### config.mk
export PLATFORM = sky130hd
export DESIGN_NAME = err_frame_tx
export DESIGN_NICKNAME = d
export VERILOG_FILES = /design/src/rtl/err_frame_pkg.sv /design/src/rtl/sample_qualifier.sv /design/src/rtl/err_frame_tx.sv
export SDC_FILE = /design/constraint.sdc
export NUM_CORES = 1
export LEC_CHECK = 0
export ABC_AREA = 1
export CAP_MARGIN = 40
export CORE_MARGIN = 1
export CORE_UTILIZATION = 56
export DETAILED_ROUTE_END_ITERATION = 12
export HOLD_SLACK_MARGIN = 0.08
export PLACE_DENSITY = 0.83
export SLEW_MARGIN = 10
export SYNTH_ARGS = -nofsm -noshare
export SYNTH_HDL_FRONTEND = slang
export SYNTH_SLANG_ARGS = --single-unit
export TNS_END_PERCENT = 20
### constraint.sdc
create_clock -name clk -period 1.8 [get_ports clk]
set_input_delay 0.54 -clock clk [delete_from_list [all_inputs] [get_ports clk]]
set_output_delay 0.54 -clock clk [all_outputs]
set_load 0.02 [all_outputs]
### src/rtl/err_frame_pkg.sv
// err_frame_pkg: shared state encodings and default sizing for the CAN error-frame logic
package err_frame_pkg;
    typedef enum logic [3:0] {
        IDLE     = 4'b0001,
        FLAG     = 4'b0010,
        WAIT_REC = 4'b0100,
        DELIM    = 4'b1000
    } state_t;

    typedef enum logic [1:0] {s_init, s_sample1, s_sample2, s_sample3} sample_state_t;

    localparam int FLAG_BITS_DEF  = 6;
    localparam int DELIM_BITS_DEF = 8;
    localparam int STUCK_BITS_DEF = 8;

    function automatic int max3(input int a, input int b, input int c);
        return a > b ? (a > c ? a : c) : (b > c ? b : c);
    endfunction
endpackage

### src/rtl/sample_qualifier.sv
// sample_qualifier: one sampleValid strobe per bit from 1 or 3 samplePulses
module sample_qualifier
    import err_frame_pkg::*;
(
    input  logic clk,
    input  logic resetN,
    input  logic samplePulse,
    input  logic rateSelector,
    output logic sampleValid
);
    sample_state_t state;

    // s_sample3 lasts exactly one cycle, so the strobe comes straight off the state register
    assign sampleValid = state == s_sample3;

    always_ff @(posedge clk) begin
        if (!resetN)
            state <= s_init;
        else
            case (state)
                s_init:    if (samplePulse) state <= rateSelector ? s_sample1 : s_sample3;
                s_sample1: if (samplePulse) state <= s_sample2;
                s_sample2: if (samplePulse) state <= s_sample3;
                default:   state <= s_init;
            endcase
    end
endmodule

### src/rtl/err_frame_tx.sv
// err_frame_tx: transmits a CAN error flag, then watches the bus for the recessive delimiter
module err_frame_tx
    import err_frame_pkg::*;
#(
    parameter int FLAG_BITS  = FLAG_BITS_DEF,
    parameter int DELIM_BITS = DELIM_BITS_DEF,
    parameter int STUCK_BITS = STUCK_BITS_DEF
) (
    input  logic clk,
    input  logic resetN,
    input  logic bitTick,
    input  logic samplePulse,
    input  logic rateSelector,
    input  logic rxBit,
    input  logic errReq,
    input  logic errorPassive,
    output logic txOut,
    output logic busy,
    output logic frameDone,
    output logic stuckDominant,
    output logic delimError
);
    localparam int CW = $clog2(max3(FLAG_BITS, DELIM_BITS, STUCK_BITS) + 1);
    localparam logic [CW-1:0] FLAG_N     = CW'(FLAG_BITS);
    localparam logic [CW-1:0] DELIM_LAST = CW'(DELIM_BITS - 1);
    localparam logic [CW-1:0] STUCK_LAST = CW'(STUCK_BITS - 1);

    state_t state;
    logic [CW-1:0] bit_cnt, dom_cnt, delim_cnt;
    logic pending, sample_valid;

    sample_qualifier u_qual (
        .clk(clk),
        .resetN(resetN),
        .samplePulse(samplePulse),
        .rateSelector(rateSelector),
        .sampleValid(sample_valid)
    );

    always_ff @(posedge clk) begin
        if (!resetN) begin
            state         <= IDLE;
            bit_cnt       <= '0;
            dom_cnt       <= '0;
            delim_cnt     <= '0;
            pending       <= 1'b0;
            txOut         <= 1'b1;
            busy          <= 1'b0;
            frameDone     <= 1'b0;
            stuckDominant <= 1'b0;
            delimError    <= 1'b0;
        end else begin
            frameDone     <= 1'b0;
            stuckDominant <= 1'b0;
            delimError    <= 1'b0;
            case (state)
                IDLE: begin
                    txOut <= 1'b1;
                    if (errReq) begin
                        pending <= 1'b1;
                        busy    <= 1'b1;
                    end
                    // txOut itself holds the latched passive level for the whole flag
                    if (bitTick && (pending || errReq)) begin
                        state   <= FLAG;
                        bit_cnt <= CW'(1);
                        txOut   <= errorPassive;
                    end
                end
                FLAG: if (bitTick) begin
                    if (bit_cnt == FLAG_N) begin
                        state   <= WAIT_REC;
                        txOut   <= 1'b1;
                        dom_cnt <= '0;
                    end else
                        bit_cnt <= bit_cnt + 1'b1;
                end
                WAIT_REC: if (sample_valid) begin
                    if (rxBit) begin
                        state     <= DELIM;
                        delim_cnt <= CW'(1);
                    end else if (dom_cnt == STUCK_LAST) begin
                        stuckDominant <= 1'b1;
                        dom_cnt       <= '0;
                    end else
                        dom_cnt <= dom_cnt + 1'b1;
                end
                DELIM: if (sample_valid) begin
                    if (!rxBit) begin
                        delimError <= 1'b1;
                        state      <= IDLE;
                    end else if (delim_cnt == DELIM_LAST) begin
                        frameDone <= 1'b1;
                        busy      <= 1'b0;
                        pending   <= 1'b0;
                        state     <= IDLE;
                    end else
                        delim_cnt <= delim_cnt + 1'b1;
                end
                default: state <= IDLE;
            endcase
        end
    end
endmodule

==> results.cfg, run 1 <==
[hold_path]
hold_path_class = flip-flop to flip-flop

[cts]
post-cts-setup-buffer-count = 0
clock_latency_ns = 0.32
path_clk_slew_ns = 0.14
htreeDepth = 1
clock-sinks = 23
numCtsBuffers = 3
cts_hold_buf = 0
cts_tree = built
cts_root_buffer = clkbuf_4
clockBufferDepth = 2

[critical_path]
worstPathMaxFanout = 3
crit_buf_inv = 1
critPathMaxStageDelay_ns = 0.39
arrival_ns = 1.05
setup.worst_path.end_class = output pin
cp_data_required_time_ns = 1.26
worst-setup-path-type = flip-flop to output pin
crit_family = flip-flops
cp_cell_sequence = dlygate4sd2_1
start_kind = flip-flop
crit_slowest_cell = dfxtp_1

[cells_and_area]
multi_input_area_sq_um = 855
diodes = 0
seqCellArea_sq_um = 460
final_cell_mix = nand2_1, dfxtp_1, nor2_1, inv_1, nand3_1
n_fill_cell = 197
nets = 229
final_core_util = 0.709
final_common_cell = nand2_1
drive_above_1_share = 0.175
syn_to_final_growth_pct = 15.5
final_design_area_no_fill_sq_mm = 0.00161

[timing]
setup-tns-final_ns = 0
finalHoldViolCount = 0
worst_pin_slew_ns = 0.391
setup_violations = 0
achievable-frequency_mhz = 628
maxSlewHeadroom = 0.737
worst_slack_ns = 0.209
drv_slew = 0
fin_skew_ns = 0.00164
rsz0062_at_grt = false
period_share = 0.884
period_minus_slack_ns = 1.59

[routing]
top_layer = met4
final_antenna_net_count = 0
wl_met1_um = 1240
avgViaCountPerCell = 5.33
routed-via-count = 1278
first_pass_iters = 4
routed_wl_um = 2830
wire_per_inst_um = 11.8
dr_wl_met2_um = 1460
met3_length_um = 89
first_iter_violations = 16
drc = 0

[floorplanning]
die_y_um = 52.0
core_sq_mm = 0.00228
die_w_um = 52.0
num_io_pins = 13
die_area_sq_mm = 0.00270
rows = 17
start_util = 0.614

[grt]
grt_pass1_vias = 1207
grt_first_pass_wirelength_um = 4690
antenna_found_initial = 0
grt-ovfl-total = 0
grt_start_max_net_pins = 15
grt_usage = 0.232

[synthesis]
synth_warnings = 0
ys_types = 26
avgSynthCellArea_sq_um = 7.28
seq_area_frac_synth = 0.329
synth_top_area_cell = dfxtp_1
syn_inst = 192
synth_fp_nets = 208
synth_top_area_frac = 0.329
ys_seq_elements = 23
synth_area_leaders = dfxtp_1, nand2_1, ha_1
syn_area_sq_mm = 0.00140

[placed_design]
placed_area_sq_mm = 0.00159
place_congestion = 0.876
dpl_worst_slack_ns = -0.0587
hpwl_um = 2280
io_buffers = 12

[pwr]
leakage_nw = 0.680
ir_worst_vdd_uv = 638
power.density_mw_per_mm2 = 1040

[job]
drv_cap = 0

[run_status]
status = completed
-- cell usage after synthesis --
| cell | number |
|---|---|
| nand2_1 | 40 |
| dfxtp_1 | 23 |
| nor2_1 | 19 |
| inv_1 | 17 |
| nand3_1 | 17 |
| a21oi_1 | 15 |
| nand2_2 | 10 |
| ha_1 | 8 |
| nand4_1 | 8 |
| nor2_4 | 5 |
| nor3_1 | 4 |
| inv_2 | 3 |
| nand3_4 | 3 |
| nor2_2 | 3 |
| o21ai_0 | 3 |
| nand2_4 | 2 |
| nor3b_1 | 2 |
| xnor2_1 | 2 |
| clkbuf_1 | 1 |
| clkinv_1 | 1 |
| nor4_1 | 1 |
| o21a_1 | 1 |
| o21ai_1 | 1 |
| o21ai_2 | 1 |
| or2_2 | 1 |
| xor2_1 | 1 |
-- per-layer routing --
layer  vias to the layer above  global-route usage
met5                         -                   0
met4                         0              0.0676
met3                         4              0.0556
met2                        21               0.440
met1                       580               0.250
li1                        673                   -
-- metrics by stage --
| stage | power, W | cells | hold slack, ns |
|---|---|---|---|
| final | 0.00168 | 240 | 0.501 |
| after global routing | 0.00180 | 240 | 0.533 |
| after CTS | 0.00169 | 240 | 0.495 |
| after detailed placement | 0.00145 | 236 | 0.476 |
| after global placement | 0.00141 | 236 | 0.466 |
| after floorplan | 0.00127 | 192 | 0.458 |
-- final timing paths --
kind                        start  cells after the start  slack (ns)              end
setup / recovery          pending                      1        0.21             busy
hold / removal              txOut                      2        0.50            txOut
setup reg to reg  u_qual.state[0]                      7        0.34  u_qual.state[1]
hold reg to reg             txOut                      2        0.50            txOut
-- area by class of cell --
type,count,area share
Clock buffer,3,0.0140
Clock inverter,1,0.00465
Inverter,21,0.0488
Multi-Input combinational cell,147,0.529
Sequential cell,23,0.285
Tap cell,28,0.0217
Timing Repair Buffer,17,0.0961
-- power breakdown --
group / internal [W] / switching [W]
sequential: 0.000579 / 0.0000884
clock: 0.0000849 / 0.000169
combinational: 0.000274 / 0.000487
total: 0.000938 / 0.000745
-- repair_timing --
item | 4_1_cts | 5_1_grt
pin swaps | 0 | 0
endpoints found under the hold margin | 0 | 0
resized for setup | 4 | 1
setup endpoints to repair | 4 | 1
-- cells by family (layout without fill, tap and decap cells) --
kind of cell / count (synthesis) / after routing / share of synthesized area
buf+inv: 22 / 42 / 0.0591
fa+ha+maj: 8 / 8 / 0.0716
xor+xnor: 3 / 3 / 0.0188
flops: 23 / 23 / 0.329
simple gates: 115 / 115 / 0.441
compound gates: 21 / 21 / 0.0797
-- flip-flops by register name (all words and copies together) (netlist names) --
register and count:
txOut 1, u_qual.state 2, frameDone 1, pending 1
delim_cnt 4, delimError 1, stuckDominant 1, state 4
dom_cnt 4, bit_cnt 4
Power figures use the tool's default switching activity.
==> run 2, diff against run 1 <==
Settings changed: CORE_UTILIZATION 56 to 45, PLACE_DENSITY 0.83 to 0.7.
==> results.cfg, run 2 (synthesized netlist as in run 1, its figures left out) <==
[critical_path]
timing.rr.start = bit_cnt[0]
arrival_ns = 1.78
worst-setup-path-type = primary input to flip-flop
cp_cell_sequence = clkdlybuf4s50_1, o21ai_0, nand2_4, nand2_2, nor2_2, a21oi_1, nor2_1
start_kind = primary input
critPathMaxStageDelay_ns = 0.42
rr_endpoint = bit_cnt[0]
worstRegToRegCells = 8
worstPathMaxFanout = 7
crit_slowest_cell = clkdlybuf4s50_1
cp_data_required_time_ns = 2.02
setup.worst_path.end_class = flip-flop
rrSetupSlack_ns = 0.35

[cts]
cts_tree = built
clockBufferDepth = 2
numCtsBuffers = 3
clock_latency_ns = 0.31
clock-sinks = 23
cts_root_buffer = clkbuf_4
htreeDepth = 1
path_clk_slew_ns = 0.12

[placed_design]
place_congestion = 0.857
hpwl_um = 2280
io_buffers = 12
placed_area_sq_mm = 0.00160
dp.cells = 240

[cells_and_area]
syn_to_final_growth_pct = 15.8
diodes = 0
final_design_area_no_fill_sq_mm = 0.00162
drive_above_1_share = 0.174
final_cells = 244
nets = 230
final_common_cell = nand2_1
n_fill_cell = 291
final_cell_mix = nand2_1, dfxtp_1, nor2_1, inv_1, nand3_1

[grt]
grt_first_pass_wirelength_um = 5210
grt_start_max_net_pins = 13
grt_util_met3 = 0.0335
grt_pass1_vias = 1244
grt_usage = 0.194
antenna_found_initial = 0
grtUsageMet1 = 0.258
grt_busiest_layer = met2
grt-ovfl-total = 0
globalRouteMet2Util = 0.337

[timing]
period_minus_slack_ns = 1.56
setup_violations = 0
achievable-frequency_mhz = 641
rsz0062_at_grt = false
finalHoldViolCount = 0
worst_pin_slew_ns = 0.418
period_share = 0.867
maxSlewHeadroom = 0.718
drv_slew = 0
fin_skew_ns = 0.00978
setup-tns-final_ns = 0

[pwr]
power.share.clock = 0.142
ir_worst_vdd_uv = 438
power.internal_w = 0.000941
finalPower_w = 0.00165
power.switching_w = 0.000714
combPwrFrac = 0.455
p_sw_frac = 0.431
pwr-share-seq = 0.403
power.density_mw_per_mm2 = 1020
leakage_nw = 0.672

[job]
drv_cap = 0

[floorplanning]
rows = 19
num_io_pins = 13
die_area_sq_mm = 0.00333
core_sq_mm = 0.00285
die_w_um = 57.7
die_y_um = 57.7
start_util = 0.490

[routing]
routed-via-count = 1259
avgViaCountPerCell = 5.16
first_pass_iters = 4
routed_wl_um = 2790
final_antenna_net_count = 0
first_iter_violations = 57
drc = 0
wire_per_inst_um = 11.4

[hold_path]
hold_path_end = txOut
hold_start = txOut
hold_path_class = flip-flop to flip-flop
hold-path-cell-count = 2

[run_status]
status = completed
==> run 2: cell count changes in the layout (fill, tap and decap cells not counted) <==
cell / previous run / this run
clkinvlp_4: 1 / 0
clkbuf_1: 0 / 1
dlymetal6s2s_1: 1 / 0
dlygate4sd2_1: 4 / 5
buf_4: 5 / 6
==> run 2: worst max-delay path by stage <==
stage | from | end | slack, ns | cells past startpoint
after global placement | errReq | state[2] | -0.04 | 7
after floorplan | errReq | state[2] | 0.43 | 6
final | errReq | state[2] | 0.24 | 7
after CTS | pending | busy | 0.22 | 1
after detailed placement | errReq | state[2] | -0.11 | 7
after global routing | errReq | state[2] | 0.11 | 7
==> run 2: routing by layer <==
layer	routed length (um)	vias to the layer above
met2	1340	12
met1	1370	572
met3	56	4
met4	21	0
li1	-	671
met5	0	-
==> run 2: repair_timing <==
item                                    in CTS  in global routing
gates resized for setup                      5                  0
hold buffers                                 0                  0
endpoints found under the setup margin       5                  0
setup buffers                                0                  0
==> run 2: through the flow <==
step / setup slack (ns) / hold WS (ns) / utilization
after global routing: 0.106 / 0.517 / 0.567
final: 0.240 / 0.492 / 0.567
after CTS: 0.221 / 0.498 / 0.567
after detailed placement: -0.107 / 0.473 / 0.560
after floorplan: 0.428 / 0.458 / -
after global placement: -0.0399 / 0.463 / 0.560
==> run 2: area by class of cell <==
cell class	count	area [sq um]	share of cell area
multi-input cells	147	855	0.528
flip-flops and latches	23	460	0.285
repair buffers	18	159	0.0982
inverters	21	78.8	0.0487
well taps	31	38.8	0.0240
clock buffers	4	26.3	0.0162
==> run 2: power by group through the flow <==
| stage | Sequential, W | Clock [W] | Combinational [W] |
|---|---|---|---|
| 2_1_floorplan | 0.000683 | 0 | 0.000586 |
| 6_report | 0.000667 | 0.000235 | 0.000753 |
| 5_1_grt | 0.000680 | 0.000264 | 0.000853 |
| 4_1_cts | 0.000667 | 0.000248 | 0.000758 |
| 3_5_place_dp | 0.000681 | 0 | 0.000765 |
| 3_3_place_gp | 0.000674 | 0 | 0.000740 |
==> run 2: worst max-delay path, delay by kind of cell <==
kind            cells  cell delay, ns
buf+inv             1            0.42
simple gates        4            0.34
compound gates      2            0.49
